==> src/rtl/aes_key_sched_iter_pkg.sv <==
// aes_key_sched_iter_pkg: AES key-length codes, FSM states, S-box, Rcon and word helpers
package aes_key_sched_iter_pkg;

    typedef enum logic [1:0] {KL_128 = 2'd0, KL_192 = 2'd1, KL_256 = 2'd2, KL_BAD = 2'd3} key_len_e;
    typedef enum logic [1:0] {IDLE, EXPAND, DONE} state_e;

    localparam logic [0:255][7:0] SBOX = {
        128'h637c777bf26b6fc53001672bfed7ab76, 128'hca82c97dfa5947f0add4a2af9ca472c0,
        128'hb7fd9326363ff7cc34a5e5f171d83115, 128'h04c723c31896059a071280e2eb27b275,
        128'h09832c1a1b6e5aa0523bd6b329e32f84, 128'h53d100ed20fcb15b6acbbe394a4c58cf,
        128'hd0efaafb434d338545f9027f503c9fa8, 128'h51a3408f929d38f5bcb6da2110fff3d2,
        128'hcd0c13ec5f974417c4a77e3d645d1973, 128'h60814fdc222a908846eeb814de5e0bdb,
        128'he0323a0a4906245cc2d3ac629195e479, 128'he7c8376d8dd54ea96c56f4ea657aae08,
        128'hba78252e1ca6b4c6e8dd741f4bbd8b8a, 128'h703eb5664803f60e613557b986c11d9e,
        128'he1f8981169d98e949b1e87e9ce5528df, 128'h8ca1890dbfe6426841992d0fb054bb16
    };

    // Index 0 and 11..15 are never used by a legal schedule.
    localparam logic [0:15][7:0] RCON = {88'h00_01_02_04_08_10_20_40_80_1b_36, 40'h0};

    function automatic logic [31:0] rot_word(input logic [31:0] w);
        return {w[23:0], w[31:24]};
    endfunction

    function automatic logic [31:0] sub_word(input logic [31:0] w);
        return {SBOX[w[31:24]], SBOX[w[23:16]], SBOX[w[15:8]], SBOX[w[7:0]]};
    endfunction

    function automatic logic [7:0] rcon(input logic [3:0] idx);
        return RCON[idx];
    endfunction

endpackage

==> src/rtl/aes_key_sched_iter_word.sv <==
// aes_key_word: combinational next-word function of the AES key expansion
module aes_key_word
    import aes_key_sched_iter_pkg::*;
(
    input  logic [31:0] w_prev,
    input  logic [31:0] w_nk,
    input  logic [5:0]  i,
    input  logic [3:0]  nk,
    output logic [31:0] w_next
);

    logic [3:0]  q;
    logic [3:0]  r;
    logic [31:0] t;

    always_comb begin
        q = nk == 4'd4 ? i[5:2] : nk == 4'd8 ? {1'b0, i[5:3]} : 4'(i / 6'd6);
        r = nk == 4'd4 ? {2'b0, i[1:0]} : nk == 4'd8 ? {1'b0, i[2:0]} : 4'(i % 6'd6);
        t = r == 4'd0 ? sub_word(rot_word(w_prev)) ^ {rcon(q), 24'h0}
          : (nk == 4'd8 && r == 4'd4) ? sub_word(w_prev) : w_prev;
        w_next = w_nk ^ t;
    end

endmodule

==> src/rtl/aes_key_sched_iter.sv <==
// aes_key_sched_iter: iterative AES-128/192/256 key expansion, one word per clock, with round-key read port
module aes_key_sched_iter
    import aes_key_sched_iter_pkg::*;
#(
    parameter int NK_MAX = 8,
    parameter int NR_MAX = NK_MAX + 6
) (
    input  logic                  clk,
    input  logic                  rst_n,
    input  logic                  start,
    input  logic [1:0]            key_len,
    input  logic [32*NK_MAX-1:0]  key,
    output logic                  busy,
    output logic                  done,
    output logic                  err,
    output logic                  key_valid,
    output logic [3:0]            nr,
    input  logic [3:0]            rd_idx,
    output logic [127:0]          rd_key
);

    localparam int NW = 4 * (NR_MAX + 1);
    localparam int IW = $clog2(NK_MAX);
    localparam logic [3:0] NKM = 4'(NK_MAX);

    state_e      state_q, state_d;
    logic [3:0]  nk_q, nk_d, nrl_q, nrl_d, nr_q, nr_d;
    logic [5:0]  i_q, i_d;
    logic        busy_q, busy_d, done_q, done_d, err_q, err_d, kv_q, kv_d;
    logic [31:0] win_q [NK_MAX];
    logic [31:0] win_d [NK_MAX];
    logic [31:0] mem_q [NW];
    logic [31:0] mem_d [NW];
    logic [31:0] w_next;
    logic [3:0]  req_nk;
    logic        legal;

    assign req_nk = key_len == KL_192 ? 4'd6 : key_len == KL_256 ? 4'd8 : 4'd4;
    assign legal  = key_len != KL_BAD && req_nk <= NKM;

    // Window is oldest-first: win[0] = w[i-Nk], win[Nk-1] = w[i-1].
    aes_key_word u_word (
        .w_prev (win_q[IW'(nk_q - 4'd1)]),
        .w_nk   (win_q[0]),
        .i      (i_q),
        .nk     (nk_q),
        .w_next (w_next)
    );

    always_comb begin
        state_d = state_q;
        nk_d    = nk_q;
        nrl_d   = nrl_q;
        nr_d    = nr_q;
        i_d     = i_q;
        kv_d    = kv_q;
        done_d  = 1'b0;
        err_d   = 1'b0;
        win_d   = win_q;
        mem_d   = mem_q;
        if (state_q == IDLE && start && !legal) begin
            err_d = 1'b1;
        end else if (state_q == IDLE && start) begin
            state_d = EXPAND;
            nk_d    = req_nk;
            nrl_d   = req_nk + 4'd6;
            i_d     = {2'b0, req_nk};
            kv_d    = 1'b0;
            for (int j = 0; j < NK_MAX; j++) begin
                win_d[j] = key[32*j +: 32];
                if (j < int'(req_nk)) mem_d[j] = key[32*j +: 32];
            end
        end else if (state_q == EXPAND) begin
            mem_d[i_q] = w_next;
            i_d        = i_q + 6'd1;
            for (int j = 0; j < NK_MAX - 1; j++) win_d[j] = win_q[j+1];
            win_d[IW'(nk_q - 4'd1)] = w_next;
            if (i_q == {nrl_q, 2'b11}) begin
                state_d = DONE;
                done_d  = 1'b1;
                kv_d    = 1'b1;
                nr_d    = nrl_q;
            end
        end else if (state_q == DONE) begin
            state_d = IDLE;
        end
        busy_d = state_d != IDLE;
    end

    always_ff @(posedge clk) begin
        if (!rst_n) begin
            state_q <= IDLE;
            nk_q    <= '0;
            nrl_q   <= '0;
            nr_q    <= '0;
            i_q     <= '0;
            busy_q  <= 1'b0;
            done_q  <= 1'b0;
            err_q   <= 1'b0;
            kv_q    <= 1'b0;
            win_q   <= '{default: '0};
        end else begin
            state_q <= state_d;
            nk_q    <= nk_d;
            nrl_q   <= nrl_d;
            nr_q    <= nr_d;
            i_q     <= i_d;
            busy_q  <= busy_d;
            done_q  <= done_d;
            err_q   <= err_d;
            kv_q    <= kv_d;
            win_q   <= win_d;
        end
    end

    always_ff @(posedge clk) begin
        mem_q <= mem_d;
    end

    assign busy      = busy_q;
    assign done      = done_q;
    assign err       = err_q;
    assign key_valid = kv_q;
    assign nr        = nr_q;
    assign rd_key    = (kv_q && rd_idx <= nr_q)
                     ? {mem_q[{rd_idx, 2'b11}], mem_q[{rd_idx, 2'b10}], mem_q[{rd_idx, 2'b01}], mem_q[{rd_idx, 2'b00}]}
                     : '0;

endmodule
==> config.mk <==
export PLATFORM = sky130hd
export DESIGN_NAME = aes_key_sched_iter
export DESIGN_NICKNAME = d
export VERILOG_FILES = /design/src/rtl/aes_key_sched_iter_pkg.sv /design/src/rtl/aes_key_sched_iter_word.sv /design/src/rtl/aes_key_sched_iter.sv
export SDC_FILE = /design/constraint.sdc
export NUM_CORES = 2
export LEC_CHECK = 0
export BUFFER_PORTS_ARGS = -buffer_cell sky130_fd_sc_hd__buf_4
export CORE_MARGIN = 2
export CORE_UTILIZATION = 50
export CTS_BUF_LIST = sky130_fd_sc_hd__clkbuf_8
export DETAILED_ROUTE_END_ITERATION = 7
export GPL_TIMING_DRIVEN = 0
export PLACE_DENSITY_LB_ADDON = 0.1
export SYNTH_ARGS = -nofsm -noshare
export SYNTH_HDL_FRONTEND = slang
export SYNTH_HIERARCHICAL = 1
export SYNTH_SLANG_ARGS = --single-unit
==> constraint.sdc <==
create_clock -name clk -period 14.4 [get_ports clk]
set_clock_uncertainty 0.2 [all_clocks]
set_input_delay 2.88 -clock clk [delete_from_list [all_inputs] [get_ports clk]]
set_output_delay 2.88 -clock clk [all_outputs]
set_load 0.02 [all_outputs]
[Word-level counts from Yosys, hierarchy flattened]
Memories as Yosys holds them, arrays and structs flattened.
Cells that the tools add are included.
Operators by class
  reductions and logical operators: 27
  muxes and demuxes: 64
  div/mod/pow operators: 2
  add/subtract/negate cells: 3
  eq/ne operators: 17
  bitwise logic cells: 17
  magnitude comparators: 23
Operators with widths (count)
  1920-bit bitwise mux: 1
  1920-bit two-way mux: 1
  32-bit binary-select mux with 6-bit select: 4
  256-bit two-way mux: 3
  32-bit two-way mux: 22
  256-bit bitwise mux: 1
  32-bit demux with 6-bit select: 1
  128-bit two-way mux: 1
  32-bit binary-select mux with 3-bit select: 1
  32-bit demux with 3-bit select: 1
  8-bit two-way mux: 10
  32-bit bitwise XOR: 2
  9-bit greater-or-equal comparator (second input constant): 4
  8-bit inverter with 9-bit output: 4
  7-bit greater-or-equal comparator (second input constant): 5
  6-bit inverter with 7-bit output: 5
  3-bit AND reduction: 10
  4-bit two-way mux: 6
  3-bit by 4-bit < comparator with 1-bit output (first input constant): 4
  2-bit by 1-bit != test with 1-bit output (second input constant): 8
  6-bit two-way mux: 2
  2-bit two-way mux: 5
  4-bit by 3-bit equality test with 1-bit output (second input constant): 2
  1-bit by 4-bit < comparator with 1-bit output (first input constant): 2
  29 further kinds: 48
Storage, ports and cells
  bits in read-only memories: 8320
  output and inout bits: 136
  input port bits: 265
  word-level logic and storage cells: 235
  memories: 5
  flip-flop bits (word level): 2200
Memory list
  (name not given): words 256, width 8, rd ports 1, clocked after Yosys merged registers in 0, write ports 0, RTL line aes_key_sched_iter_pkg.sv:26  | return {SBOX[w[31:24]], SBOX[w[23:16]], SBOX[w[15:8]], SBOX[w[7:0]]};
  (name not given): words 256, width 8, rd ports 1, clocked after Yosys merged registers in 0, write ports 0, RTL line aes_key_sched_iter_pkg.sv:26
  (name not given): words 256, width 8, rd ports 1, clocked after Yosys merged registers in 0, write ports 0, RTL line aes_key_sched_iter_pkg.sv:26
  (name not given): words 256, width 8, rd ports 1, clocked after Yosys merged registers in 0, write ports 0, RTL line aes_key_sched_iter_pkg.sv:26
  (name not given): words 16, width 8, rd ports 1, clocked after Yosys merged registers in 0, write ports 0, RTL line aes_key_sched_iter_pkg.sv:30  | return RCON[idx];

[Depth between registers and ports, before layout]
  depth in word-level cells: 15
  depth in mapped cells: 27
  mapped depth without buffers: 19

[Modules after synthesis]
Netlist, hierarchy kept.
By module, submodules not included
  aes_key_sched_iter: times used 1, area an instance 89573.4 sq um, cells each 5641, sequential area each 63200.6 sq um
  aes_key_word: times used 1, area an instance 15277.2 sq um, cells each 2421, sequential area each 0.0 sq um

[Worst setup path before layout]
Ideal clock, no wire load.
  kind: register to register
  start point: reg nk_q[1]
  end point: reg mem_q[1695] (netlist bit), data pin
  cell stages (with the launch flop): 26
  required time: 14017 ps
  path buffers: 8
  arrival: 9596 ps
  clock period less this slack: 9979 ps
  library setup time: 183 ps
  path slack: 4421 ps
  cell sequence: dfxtp_1 clkbuf_1 buf_1 inv_1 ha_1 clkbuf_1 buf_2 buf_1 mux4_2 buf_2 clkbuf_1 inv_1 ha_1 clkbuf_1 inv_1 ha_1 nor2b_1 a31oi_1 nor2_1 nor4_1 mux2i_1 o211a_1 mux2i_1 nor4b_1 nand2_1 o21ai_0
On the way
  word-level cells in the longest chain between the ends: 15
  elaborated cells between the ends (all ways): 33
  those cells by class: add/sub: 1; eq/ne: 3; mux: 18; bitwise: 6; reduce/logical: 2; memory: 3
Ends and longest elaborated chain
  start, declared: RTL line aes_key_sched_iter.sv:27  | logic [3:0] nk_q, nk_d, nrl_q, nrl_d, nr_q, nr_d;
  start signal, assigned: RTL line aes_key_sched_iter.sv:104  | nk_q <= nk_d;
  3-bit by 1-bit subtractor with 3-bit output: RTL line aes_key_sched_iter.sv:43  | .w_prev (win_q[IW'(nk_q - 4'd1)]),
  3-bit inverter with 4-bit output (not written as such): RTL line aes_key_sched_iter.sv:43
  32-bit binary-select mux with 3-bit select: RTL line aes_key_sched_iter.sv:43
  32-bit two-way mux (not written as such) (2 in series): RTL line aes_key_sched_iter.sv:43
  8-bit inverter with 9-bit output (not written as such): RTL line aes_key_sched_iter_pkg.sv:26
  memory read 256 x 8 bit
  8-bit two-way mux (2 in series)
  32-bit two-way mux or 32-bit bitwise XOR (tied branches): RTL line aes_key_sched_iter_word.sv:20, aes_key_sched_iter_word.sv:19
  32-bit two-way mux (*): RTL line aes_key_sched_iter_word.sv:19  | t = r == 4'd0 ? sub_word(rot_word(w_prev)) ^ {rcon(q), 24'h0}
  32-bit bitwise XOR (*): RTL line aes_key_sched_iter_word.sv:21  | w_next = w_nk ^ t;
  net w_next[31]: RTL line aes_key_sched_iter.sv:34  | logic [31:0] w_next;
  1920-bit bitwise mux (*): RTL line aes_key_sched_iter.sv:74  | mem_d[i_q] = w_next;
  1920-bit two-way mux (*): RTL line aes_key_sched_iter.sv:73  | end else if (state_q == EXPAND) begin
  256-bit two-way mux (*): RTL line aes_key_sched_iter.sv:63  | end else if (state_q == IDLE && start) begin
  end signal, assigned: RTL line aes_key_sched_iter.sv:117  | mem_q <= mem_d;
  end, declared: RTL line aes_key_sched_iter.sv:32  | logic [31:0] mem_q [NW];
Mark *: on every way through the listed nets, which the timed path passes. The rest lies on a longest branch. The select of a mux whose other input is x is not followed.
A chain may end at the register's enable or synchronous reset.

[Final worst setup path]
  start point: reg nk_q[1]
  end point: reg mem_q[1858] (netlist bit), data pin
The elaborated chain is that of the path after synthesis.

==> flow_metrics.py <==
metrics = {
    "route": {
        "firstDrtPassIters": 8,
        "route.detailed.drc": 7,
        "routed-via-count": 87350,
        "first_iter_violations": 15860,
        "wl_per_cell_um": 43.41,
        "viasPerCell": 7.252,
        "ant_nets": 1,
        "wirelength_um": 522900,
    },
    "final_layout": {
        "multiInputGateArea_um2": 39130,
        "fillers": 16190,
        "seqCellArea_um2": 63200,
        "finalNetCount": 9318,
        "area_delta_synth_final_pct": 15.69,
        "layout-drive-gt1-share_pct": 20.17,
    },
    "power": {
        "vdd_drop_max_mv": 0.1060,
        "p_total_mw": 19.24,
        "pwr-share-comb_pct": 32.7,
        "p_int_mw": 11.99,
        "p_per_area_nw_per_um2": 158.6,
        "power_switching_mw": 7.254,
        "p_leak_nw": 41.42,
        "pwr-share-seq_pct": 42.0,
        "swShare_pct": 37.70,
        "p_clk_share_pct": 25.3,
    },
    "global_routing": {
        "grt_overflow_total": 0,
        "antenna_found_initial": 65,
        "grt_pass1_vias": 82960,
        "grt_max_degree": 31,
        "grt_first_pass_wirelength_um": 695800,
        "grt_usage_pct": 48.22,
    },
    "sta": {
        "slew_violations": 44,
        "hold_viol_final": 0,
        "post-route-period-util_pct": 87.89,
        "setup_viol": 0,
        "setup_ws_ns": 1.744,
        "fmax_mhz": 79.01,
        "tightest_slew_ns": 1.564,
        "period_minus_slack_ns": 12.66,
        "max_slew_margin_pct": -4.587,
        "hold_ws_ns": 0.2792,
        "rsz0062_at_grt": "no",
    },
    "critical_path": {
        "setup.worst_path.end_class": "register",
        "worstPathArrival_ns": 13.14,
        "cp-startpoint": "nk_q[1]",
        "rr_startpoint": "nk_q[1]",
        "crit_fanout": 11,
        "critPathKind": "reg2reg",
        "critPathLaunchType": "register",
        "crit_required_ns": 14.89,
    },
    "placement": {
        "post-place-ws_ns": 2.588,
        "dp_hpwl_um": 394000,
        "place.gp.congestion": 1.132,
        "port_buffers": 397,
    },
    "worst_hold_path": {
        "hold_path.class": "reg2reg",
        "hp-start": "win_q[69]",
    },
    "run_status": {
        "outcome": "finished, violations left",
        "violations": "antenna violations, design-rule violations, max-capacitance violations, max-slew violations",
    },
    "yosys": {
        "ys_seq_area_share_pct": 60.28,
        "netlist_instances": 8062,
        "synthTopCellsByArea": "edfxtp_1 55%, mux4_2 6.6%, dfxtp_1 5.3%",
        "synth_top_cell_by_area": "edfxtp_1",
        "ys.flop_type": "edfxtp_1",
        "synth_edf_count": 1920,
        "synthDistinctLibCells": 94,
        "yosys_warnings": 6,
        "async_reset_ff_share_pct": 0,
        "synth_top_cell_area_share_pct": 54.99,
        "postSynthAreaPerCell_um2": 13.01,
        "synth-seq-cells": 2197,
        "synth_area_um2": 104900,
    },
    "clock_network": {
        "cts_setup_buffers": 0,
        "tritoncts": "yes",
        "cts_hold_buf": 0,
        "cts_sinks": 2197,
        "cts-htree-levels": 5,
        "cts-root-buf": "clkbuf_8",
        "cts_buffers": 335,
        "path_clk_slew_ns": 0.07,
        "cts_resized": 0,
        "clk-insertion-delay-late_ns": 1.07,
        "clockBufferDepth": 4,
    },
    "floorplan": {
        "rows": 168,
        "initial_utilization_pct": 50.18,
        "pin_count": 401,
        "dieArea_um2": 213400,
        "die_w_um": 461.9,
        "design.core.area_um2": 208900,
        "die_height_um": 461.9,
    },
    "job": {
        "maxCapViolations": 7,
    },
}
stage by stage:
| step | area [µm²] | TNS (ns) | util (%) | cells |
|---|---|---|---|---|
| 4_1_cts | 121200 | 0 | 58.01 | 12010 |
| 5_1_grt | 121200 | 0 | 58.03 | 12020 |
| 3_5_place_dp | 115200 | 0 | 55.16 | 11440 |
| 6_report | 121300 | 0 | 58.06 | 12040 |
| 2_1_floorplan | 104900 | 0 | - | 8066 |
| 3_3_place_gp | 111400 | -1661.90 | 53.30 | 11270 |
path summary, 6_finish.rpt:
check        slack [ns]     endpoint  cells after the start
min                0.28    win_q[69]                      2
max                1.74  mem_q[1858]                     21
min reg2reg        0.28    win_q[69]                      2
max reg2reg        1.74  mem_q[1858]                     21
critical path: stages, from the launching register on:
cell and delay [ns]:
dfxtp_1 0.80, clkbuf_1 0.61, buf_1 0.70, inv_1 0.17, ha_1 0.34, clkbuf_1 0.32, buf_2 0.42, mux4_2 0.62
clkbuf_1 0.47, buf_2 0.39, inv_1 0.36, ha_1 0.43, clkbuf_1 0.43, nand2b_1 0.35, a32o_1 0.39, o311ai_0 1.07
a221oi_1 0.19, a221oi_1 1.10, nor2_1 0.30, xnor2_2 0.91, nand2_1 0.60, o21ai_0 1.07
flip-flops by register name, indices dropped and copies added (netlist names):
name,cells
i_q,6
err,1
busy,1
done,1
nr,3
state_q,2
nk_q,3
nrl_q,3
key_valid,1
win_q,256
mem_q,1920
routing by layer:
layer | wire length [µm] | part of all wire (%) | global-route usage, %
met3 | 76160 | 15 | 17.74
met4 | 49350 | 9.4 | 35.23
met2 | 221200 | 42 | 70.14
met5 | 301 | 0.058 | 0
met1 | 175800 | 34 | 59.02
cells in the mapped netlist, types with 34 or more instances:
| cell type | number |
|---|---|
| buf_1 | 79 |
| o21ai_0 | 579 |
| edfxtp_1 | 1920 |
| clkbuf_1 | 381 |
| mux4_2 | 308 |
| buf_2 | 205 |
| mux2_2 | 145 |
| mux2i_1 | 523 |
| buf_4 | 36 |
| o221ai_1 | 153 |
| a22oi_1 | 146 |
| nor2b_1 | 211 |
| a211oi_1 | 51 |
| nor2_1 | 242 |
| nand2b_1 | 111 |
| a31oi_1 | 194 |
| o211ai_1 | 152 |
| dfxtp_1 | 277 |
| nand2_1 | 833 |
| a21oi_1 | 261 |
| a311oi_1 | 48 |
| nor3_1 | 72 |
| and2_1 | 34 |
| nand3_1 | 110 |
| ha_1 | 80 |
| o22ai_1 | 147 |
| a21boi_1 | 89 |
| inv_1 | 54 |
power groups by stage:
stage	sequential [mW]	clock [mW]	combinational (mW)
6_report	8.09	4.86	6.29
5_1_grt	8.08	5.05	6.18
4_1_cts	8.07	4.80	5.84
3_5_place_dp	8.21	0	5.82
3_3_place_gp	8.49	0	5.09
2_1_floorplan	8.23	0	2.45
layout make-up:
class	instances	area share [%]
multi-input combinational	5090	32.25
buffer	715	2.627
timing repair buffer	570	4.943
sequential	2197	52.10
clock buffer	350	3.971
inverter	64	0.1980
tap	2805	2.893
clock inverter	217	0.9386
antenna	36	0.07426
cell families (layout without fill, tap and decap cells):
group	count (synthesis)	after routing	synth area share (%)
adders and majority gates	80	80	0.9547
buffers and inverters	779	1916	3.263
AOI/OAI and AO/OA	2162	2162	13.68
other	1	41	0.003577
and+or+nand+nor	1816	1816	8.226
muxes	976	976	13.17
DFF	2197	2197	60.28
xor gates and xnor gates	51	51	0.4260
placed cells by master (no fill, tap or decap), types with 61 or more instances in the layout:
cell type	netlist	final
mux2i_1	523	523
ha_1	80	80
o211ai_1	152	152
nand3_1	110	110
o221ai_1	153	153
edfxtp_1	1920	1920
clkbuf_8	0	350
mux2_2	145	145
nand2_1	833	833
clkbuf_1	381	376
dfxtp_1	277	277
o21ai_0	579	577
a31oi_1	194	194
o22ai_1	147	145
a21oi_1	261	257
buf_4	36	447
nor3_1	72	71
nor2_1	242	191
a22oi_1	146	146
mux4_2	308	308
clkinv_1	6	61
nor2b_1	211	211
a21boi_1	89	89
buf_1	79	79
nand2b_1	111	111
buf_2	205	206
inv_1	54	157
Note: power is estimated with default switching activity, not from simulation.
